==> config.mk <==
export PLATFORM = sky130hd
export DESIGN_NAME = volume_mode_ctrl
export DESIGN_NICKNAME = d
export VERILOG_FILES = /design/src/rtl/volume_pkg.sv /design/src/rtl/key_debounce.sv /design/src/rtl/volume_mode_ctrl.sv
export SDC_FILE = /design/constraint.sdc
export NUM_CORES = 1
export LEC_CHECK = 0
export BUFFER_PORTS_ARGS = -buffer_cell sky130_fd_sc_hd__buf_2
export CORE_ASPECT_RATIO = 0.75
export CORE_MARGIN = 2
export CORE_UTILIZATION = 40
export DETAILED_ROUTE_END_ITERATION = 7
export MAX_ROUTING_LAYER = met4
export PLACE_DENSITY = 0.66
export SLEW_MARGIN = 15
export SYNTH_ARGS = -nofsm -noshare
export SYNTH_HDL_FRONTEND = slang
export SYNTH_SLANG_ARGS = --single-unit
==> constraint.sdc <==
create_clock -name clk -period 2.6 [get_ports clk]
set_clock_uncertainty 0.2 [all_clocks]
set_input_delay 0.78 -clock clk [delete_from_list [all_inputs] [get_ports clk]]
set_output_delay 0.78 -clock clk [all_outputs]
set_load 0.05 [all_outputs]
==> src/rtl/volume_pkg.sv <==
// Shared constants and types for the volume / mute icon control slice.
// Holds the mode encoding and the default volume width and reset level.
package volume_pkg;

    localparam int LEVEL_W       = 3;
    localparam int DEFAULT_LEVEL = 4;

    typedef logic [LEVEL_W-1:0] volume_level_t;

    localparam logic MODE_MUTED = 1'b0;
    localparam logic MODE_ON    = 1'b1;

endpackage : volume_pkg

==> src/rtl/key_debounce.sv <==
// Key debouncer: 2-FF synchronizer, stability counter, and a single-clock press
// pulse on the accepted 0->1 transition. Press-to-pulse latency is 2 + DEBOUNCE_CYCLES.
module key_debounce #(
    parameter int unsigned DEBOUNCE_CYCLES = 50000
) (
    input  logic clk,
    input  logic resetN,
    input  logic keyRaw,
    output logic keyStable,
    output logic pressPulse
);

    localparam int unsigned CNT_W = (DEBOUNCE_CYCLES > 2) ? $clog2(DEBOUNCE_CYCLES) : 1;
    localparam logic [CNT_W-1:0] CNT_LAST = CNT_W'(DEBOUNCE_CYCLES - 1);

    logic [1:0]       sync_q,   sync_d;
    logic             stable_q, stable_d;
    logic [CNT_W-1:0] count_q,  count_d;
    logic             pulse_q,  pulse_d;

    // NOTE: every always_comb output gets a default first, so no path can infer a latch.
    always_comb begin
        sync_d   = {sync_q[0], keyRaw};
        stable_d = stable_q;
        count_d  = '0;
        pulse_d  = 1'b0;
        if (sync_q[1] != stable_q) begin
            if (count_q == CNT_LAST) begin
                stable_d = sync_q[1];
                pulse_d  = sync_q[1];
            end else begin
                count_d = count_q + 1'b1;
            end
        end
    end

    // NOTE: sequential state uses non-blocking assignments so all flops update from pre-edge values.
    always_ff @(posedge clk or negedge resetN) begin
        if (!resetN) begin
            sync_q   <= '0;
            stable_q <= 1'b0;
            count_q  <= '0;
            pulse_q  <= 1'b0;
        end else begin
            sync_q   <= sync_d;
            stable_q <= stable_d;
            count_q  <= count_d;
            pulse_q  <= pulse_d;
        end
    end

    assign keyStable  = stable_q;
    assign pressPulse = pulse_q;

endmodule : key_debounce

==> src/rtl/volume_mode_ctrl.sv <==
// Mute/volume control upstream of the volume icon: debounced keys, frame-synchronous
// mode update, saturating volume level. Optional VOLUME_AUTO_UNMUTE_EN: volume-up unmutes.
module volume_mode_ctrl #(
    parameter int unsigned DEBOUNCE_CYCLES = 16'd50000,
    parameter int          LEVEL_W         = volume_pkg::LEVEL_W,
    parameter int          DEFAULT_LEVEL   = volume_pkg::DEFAULT_LEVEL
) (
    input  logic               clk,
    input  logic               resetN,
    input  logic               toggleKeyRaw,
    input  logic               volUpKeyRaw,
    input  logic               volDownKeyRaw,
    input  logic               startOfFrame,
    output logic               mode,
    output logic               soundEnable,
    output logic [LEVEL_W-1:0] volumeLevel,
    output logic               levelChanged
);

    import volume_pkg::*;

    localparam logic [LEVEL_W-1:0] LEVEL_MAX   = '1;
    localparam logic [LEVEL_W-1:0] LEVEL_RESET = LEVEL_W'(DEFAULT_LEVEL);

    logic [2:0] key_stable_unused;
    logic       toggle_pulse;
    logic       up_pulse;
    logic       down_pulse;

    key_debounce #(.DEBOUNCE_CYCLES(DEBOUNCE_CYCLES)) u_toggle_db (
        .clk        (clk),
        .resetN     (resetN),
        .keyRaw     (toggleKeyRaw),
        .keyStable  (key_stable_unused[0]),
        .pressPulse (toggle_pulse)
    );

    key_debounce #(.DEBOUNCE_CYCLES(DEBOUNCE_CYCLES)) u_up_db (
        .clk        (clk),
        .resetN     (resetN),
        .keyRaw     (volUpKeyRaw),
        .keyStable  (key_stable_unused[1]),
        .pressPulse (up_pulse)
    );

    key_debounce #(.DEBOUNCE_CYCLES(DEBOUNCE_CYCLES)) u_down_db (
        .clk        (clk),
        .resetN     (resetN),
        .keyRaw     (volDownKeyRaw),
        .keyStable  (key_stable_unused[2]),
        .pressPulse (down_pulse)
    );

    logic               mode_q,           mode_d;
    logic               pending_toggle_q, pending_toggle_d;
    logic [LEVEL_W-1:0] level_q,          level_d;
    logic               level_changed_q,  level_changed_d;
    logic               pending_next;

    always_comb begin
        // A press landing on the frame pulse is folded into that frame's update.
        pending_next = pending_toggle_q ^ toggle_pulse;
`ifdef VOLUME_AUTO_UNMUTE_EN
        if (up_pulse && (mode_q == MODE_MUTED)) begin
            pending_next = 1'b1;
        end
`endif
        mode_d           = mode_q;
        pending_toggle_d = pending_next;
        if (startOfFrame) begin
            mode_d           = mode_q ^ pending_next;
            pending_toggle_d = 1'b0;
        end

        level_d         = level_q;
        level_changed_d = 1'b0;
        if (up_pulse && !down_pulse && (level_q != LEVEL_MAX)) begin
            level_d         = level_q + 1'b1;
            level_changed_d = 1'b1;
        end else if (down_pulse && !up_pulse && (level_q != '0)) begin
            level_d         = level_q - 1'b1;
            level_changed_d = 1'b1;
        end
    end

    // NOTE: only control flops exist here, so every one is reset; there is no memory to leave unreset.
    always_ff @(posedge clk or negedge resetN) begin
        if (!resetN) begin
            mode_q           <= MODE_ON;
            pending_toggle_q <= 1'b0;
            level_q          <= LEVEL_RESET;
            level_changed_q  <= 1'b0;
        end else begin
            mode_q           <= mode_d;
            pending_toggle_q <= pending_toggle_d;
            level_q          <= level_d;
            level_changed_q  <= level_changed_d;
        end
    end

    assign mode         = mode_q;
    assign soundEnable  = mode_q;
    assign volumeLevel  = level_q;
    assign levelChanged = level_changed_q;

endmodule : volume_mode_ctrl
After elaboration in Yosys (flattened, before gate mapping)
Index checks and enable logic that the tools add are counted.
Word-level totals
  latch bits: 0
  ROM bits: 0
  register bits: 66
  input port bits: 6
  memories: 0
  word-level logic and storage cells: 58
  output and inout port bits: 6
  bits in writable memories: 0
Cells by class
  shift-type cells: 0
  $mul: 0
  div/mod/pow operators: 0
  order comparisons: 0
  add/sub/neg operators: 5
  muxes and demuxes: 17
  eq/ne operators: 7
  bitwise operators: 2
  reduce and logical (&&, ||, !) cells: 11
Operators by type and width (number)
  2-to-1 mux 16 bit: 6
  adder 16 x 1 -> 16 bit, second input constant: 3
  equality test 16 bit, second input constant: 3
  2-to-1 mux 1 bit: 9
  2-to-1 mux 3 bit: 2
  AND reduction 2 bit: 3
  logical AND 1 bit: 4
  adder 3 x 1 -> 3 bit, second input constant: 1
  inequality test 1 bit: 3
  inequality test 3 bit, second input constant: 1
  nonzero test 3 bit: 1
  subtractor 3 x 1 -> 3 bit, second input constant: 1
  zero test 1 bit: 2
  nonzero test 2 bit: 1
  XOR 1 bit: 2

Depth between registers and ports, before layout
  depth in word-level cells: 5
  gate-level depth with buffers: 7
  depth with buffers taken out: 7

By module
From an unflattened synthesis, not the netlist that was laid out.
Second synthesis, totals
  cells, all modules: 298
  area total of the unflattened synthesis: 3178.0 sq um
Modules (own cells, without submodules)
  key_debounce: seq. area each 500.5 sq um, times used 3, cells each 86, area an instance 927.1 sq um
  volume_mode_ctrl: seq. area each 152.6 sq um, times used 1, cells each 40, area an instance 396.6 sq um

Least setup slack after synthesis
Ideal clock, no wire load.
  path type: register to register
  start point: reg u_up_db.count_q[12]
  end point: reg u_up_db.stable_q, in the netlist u_up_db.keyStable
  arrival: 1.655 ns
  slack: 0.620 ns
  clock period less this slack: 1.980 ns
  library setup time: 0.125 ns
  stages on the path, launching flop included: 5
  path buffers: 0
  data required time: 2.275 ns
  cell sequence: dfrtp_1 -> nor4b_2 -> nand3b_1 -> or4_4 -> mux2_4
On the way
  longest elaborated chain between the ends: 2
RTL lines
  start: declaration: RTL line key_debounce.sv:18  | logic [CNT_W-1:0] count_q, count_d;
  start signal: assignment: RTL line key_debounce.sv:47  | count_q <= count_d;
  equality test 16 bit: RTL line key_debounce.sv:28  | if (count_q == CNT_LAST) begin
  AND reduction 2 bit (no source line)
  end signal: assignment: RTL line key_debounce.sv:46  | stable_q <= stable_d;
  end: declaration: RTL line key_debounce.sv:17  | logic stable_q, stable_d;
No other way between the ends.
A chain may end at the register's enable or synchronous reset.

Worst setup path in the final report
  start point: reg level_q[2], in the netlist volumeLevel[2]
  end point: out volumeLevel[2]
RTL lines
  start: declaration: RTL line volume_mode_ctrl.sv:56  | logic [LEVEL_W-1:0] level_q, level_d;
  start signal: assignment: RTL line volume_mode_ctrl.sv:96  | level_q <= level_d;
  end: declaration: RTL line volume_mode_ctrl.sv:16  | output logic [LEVEL_W-1:0] volumeLevel,
No word-level cell between the ends.

==> impl_metrics.csv <==
group,metric,value,unit
outcome,status,"completed",
sta,slew_viol_final,0,
clocking,clkSinkCount,66,
floorplanning,die_h,79.61,µm
yosys,ys_warn_count,0,
placed_design,dp_hpwl,3673,µm
min_path,hp-class,"reg2reg",
clocking,cts-buffers-inserted,9,
yosys,synth_top_cell_by_area,"dfrtp_1",
yosys,syn_area,3049,µm²
sta,slew_headroom,65.88,%
power,seqPwrFrac,53.4,%
floorplanning,io_pins,12,
clocking,cts_root_buf,"clkbuf_8",
route,routedWlPerCell,12.59,µm
min_path,hold_end,"u_up_db.sync_q[1]",
route,routed_wl,5262,µm
yosys,synth_nets,296,
route,dr.max_layer_used,"met4",
yosys,synth_top_area_share,52.52,%
critical_path,worstSetupStartpointType,"flop",
placed_design,port_buffers,11,
route,postRouteAntennaNets,0,
critical_path,crit_path_max_incr_delay,0.60,ns
yosys,ys_types,34,
cells_and_area,fin_util,47.08,%
yosys,ys_async_sr_fraction,100.0,%
critical_path,cp_max_fo,7,
sta,setup-violations-final,0,
critical_path,end_kind,"output pin",
power,pwr-share-comb,5.0,%
clocking,htree_num_levels,3,
critical_path,r2r_slack,0.49,ns
clocking,ctsHoldBuffers,0,
yosys,ys_seq_elements,66,
route,dr_wl_met3,223,µm
global_routing,grt_overflow,0,
sta,period_share,84.96,%
sta,setup_slack,0.3911,ns
sta,period_needed,2.209,ns
clocking,cts_setup_buffers,0,
yosys,netlist_top_cells_count,"dfrtp_1 (64), nor2_1 (63), xnor2_1 (40), nand3_1 (17), nor4_1 (13)",
critical_path,cpLargestDelayFamily,"flip-flops",
cells_and_area,stdcell_count,418,
clocking,clock_latency,0.35,ns
global_routing,grt_pass1_wl,9287,µm
route,m1WireLength,2585,µm
critical_path,reg2reg_from,"u_up_db.count_q[0]",
clocking,post_cts_resized,0,
job,drv_cap,0,
power,power.leakage,1.415,nW
critical_path,path_buf_inv,1,
power,p_switching,0.0004479,W
critical_path,r2r_end,"u_up_db.keyStable",
placed_design,dp_slack,0.4909,ns
sta,finalSetupTns,0,ns
critical_path,cp_data_required_time,1.62,ns
global_routing,grt_max_degree,27,
cells_and_area,final-seq-area,1654,µm²
route,drt_iter0_drc,60,
cells_and_area,n_fill_cell,719,
cells_and_area,n_antenna_cell,0,
critical_path,worst-endpoint-arrival,1.23,ns
sta,fmax,452.7,MHz
yosys,synth_edf_count,0,
route,viasPerCell,4.993,
floorplanning,coreArea,7365,µm²
power,swShare,22.45,%
clocking,cts_tree,"yes",
floorplanning,rows,27,
power,vdd_ir_drop_max,0.1964,mV
cells_and_area,nets,322,
global_routing,grt_pass1_vias,2023,
global_routing,track_usage,14.71,%
yosys,synth_ff_type,"dfrtp_1",
floorplanning,dieArea,8344,µm²
cells_and_area,area_growth,13.71,%
sta,hold_violations,0,
global_routing,grt_antenna_before_repair,0,
route,met2_length,2400,µm
power,p_per_area,575.5,nW/µm²
min_path,min-delay-start,"u_up_db.sync_q[0]",
route,num_vias,2087,
placed_design,gp_congestion,0.8324,
sta,worst_pin_slew,0.5117,ns
placed_design,dpl.cell_count,402,
yosys,avgSynthCellArea,10.66,µm²
critical_path,cp_cell_sequence,"buf_2",
power,p_int,0.001547,W
floorplanning,die_w,104.8,µm
min_path,holdPathStages,0,
floorplanning,start_util,41.40,%
route,drc,0,
critical_path,cpMaxStageDelayCell,"dfstp_2",
yosys,synth_most_common_cell,"dfrtp_1",
sta,rsz0062_at_grt,"false",
yosys,seq_area_frac_synth,54.25,%
cells_and_area,multiInputGateArea,1333,µm²
cells_and_area,drive_above_1_share,14.20,%
yosys,syn_inst,286,
critical_path,critPathKind,"reg2out",
yosys,netlist_top_cells_area,"dfrtp_1 (53%), xnor2_1 (11%), nor2_1 (7.8%)",
critical_path,startpoint,"volumeLevel[2]",
critical_path,reg2reg_depth,4,
clocking,cts_buffer_depth,2,
clocking,clkTransAtPathRegs,0.07,ns
power,pwr-share-clk,41.6,%
route,dr.pass1.iters,4,
==> per-layer routing <==
layer	GRT usage (%)	up-vias
met4	3.867	0
met5	-	-
met3	6.612	5
li1	-	1026
met1	18.68	1021
met2	21.49	35
==> worst reg2reg max path, cell delays in order (launching register included) <==
cell,delay [ns]
dfrtp_1,0.39
ha_1,0.20
nand3_1,0.30
or4_4,0.60
mux2_4,0.30
==> power groups by stage <==
stage	combinational (W)	clock, W	sequential, W
2_1_floorplan	0.0000480	0	0.00109
3_3_place_gp	0.000101	0	0.00108
3_5_place_dp	0.000102	0	0.00108
4_1_cts	0.000103	0.000863	0.00107
5_1_grt	0.000112	0.000918	0.00107
6_report	0.0000998	0.000831	0.00106
==> registers in the layout, indices dropped and copies added, names as in the netlist, 2 cells and up <==
register / count
volumeLevel: 3
u_toggle_db.count_q: 16
u_down_db.count_q: 16
u_up_db.sync_q: 2
u_down_db.sync_q: 2
u_toggle_db.sync_q: 2
u_up_db.count_q: 16
==> worst max path at each step <==
stage	to	slack, ns	depth (start not counted)
6_report	volumeLevel[2]	0.39	1
3_5_place_dp	u_up_db.keyStable	0.49	4
2_1_floorplan	u_up_db.keyStable	0.62	4
3_3_place_gp	u_down_db.keyStable	0.55	4
4_1_cts	volumeLevel[2]	0.36	1
5_1_grt	volumeLevel[2]	0.33	1
==> logic make-up (layout without fill, tap and decap cells) <==
family | count (synthesis) | count (layout) | synth area share (%)
DFF | 66 | 66 | 54.25
AOI/OAI and AO/OA | 7 | 7 | 2.749
and+or+nand+nor | 142 | 142 | 23.23
xor gates and xnor gates | 48 | 48 | 13.79
buffers and inverters | 14 | 45 | 2.052
muxes | 5 | 5 | 2.052
adders and majority gates | 4 | 4 | 1.888
==> per-stage QoR <==
step / hold slack [ns] / instance area [µm²] / total power [W]
2_1_floorplan: 0.1312 / 3049 / 0.001141
3_3_place_gp: 0.1357 / 3278 / 0.001184
3_5_place_dp: 0.1412 / 3278 / 0.001186
4_1_cts: 0.1555 / 3467 / 0.002031
5_1_grt: 0.1622 / 3467 / 0.002098
6_report: 0.1515 / 3467 / 0.001995
==> layout by cell type (no fill, tap or decap), types with 2 or more instances in the layout <==
cell type   n
nor4_1     13
ha_1        3
nand2_1    12
and3_1      3
xnor2_1    40
nor2_1     63
buf_4       7
nand3_1    17
nor3_1     10
clkbuf_1    3
clkinv_2    2
nor4b_2     2
nand4_1    10
clkbuf_8   10
buf_2      11
or4_4       2
dfrtp_1    64
nor3b_1     3
o41ai_2     2
xor2_1      8
mux2_4      2
dfstp_2     2
nand3b_1    3
inv_1      10
==> area by class of cell <==
| type | count | share of cell area, % |
|---|---|---|
| clock buffer | 13 | 4.294 |
| clock inverter | 3 | 1.155 |
| inverter | 10 | 1.083 |
| multi-input combinational | 206 | 38.43 |
| sequential | 66 | 47.71 |
| tap | 101 | 3.645 |
| timing repair buffer | 19 | 3.681 |
(Power assumes the default switching activity.)
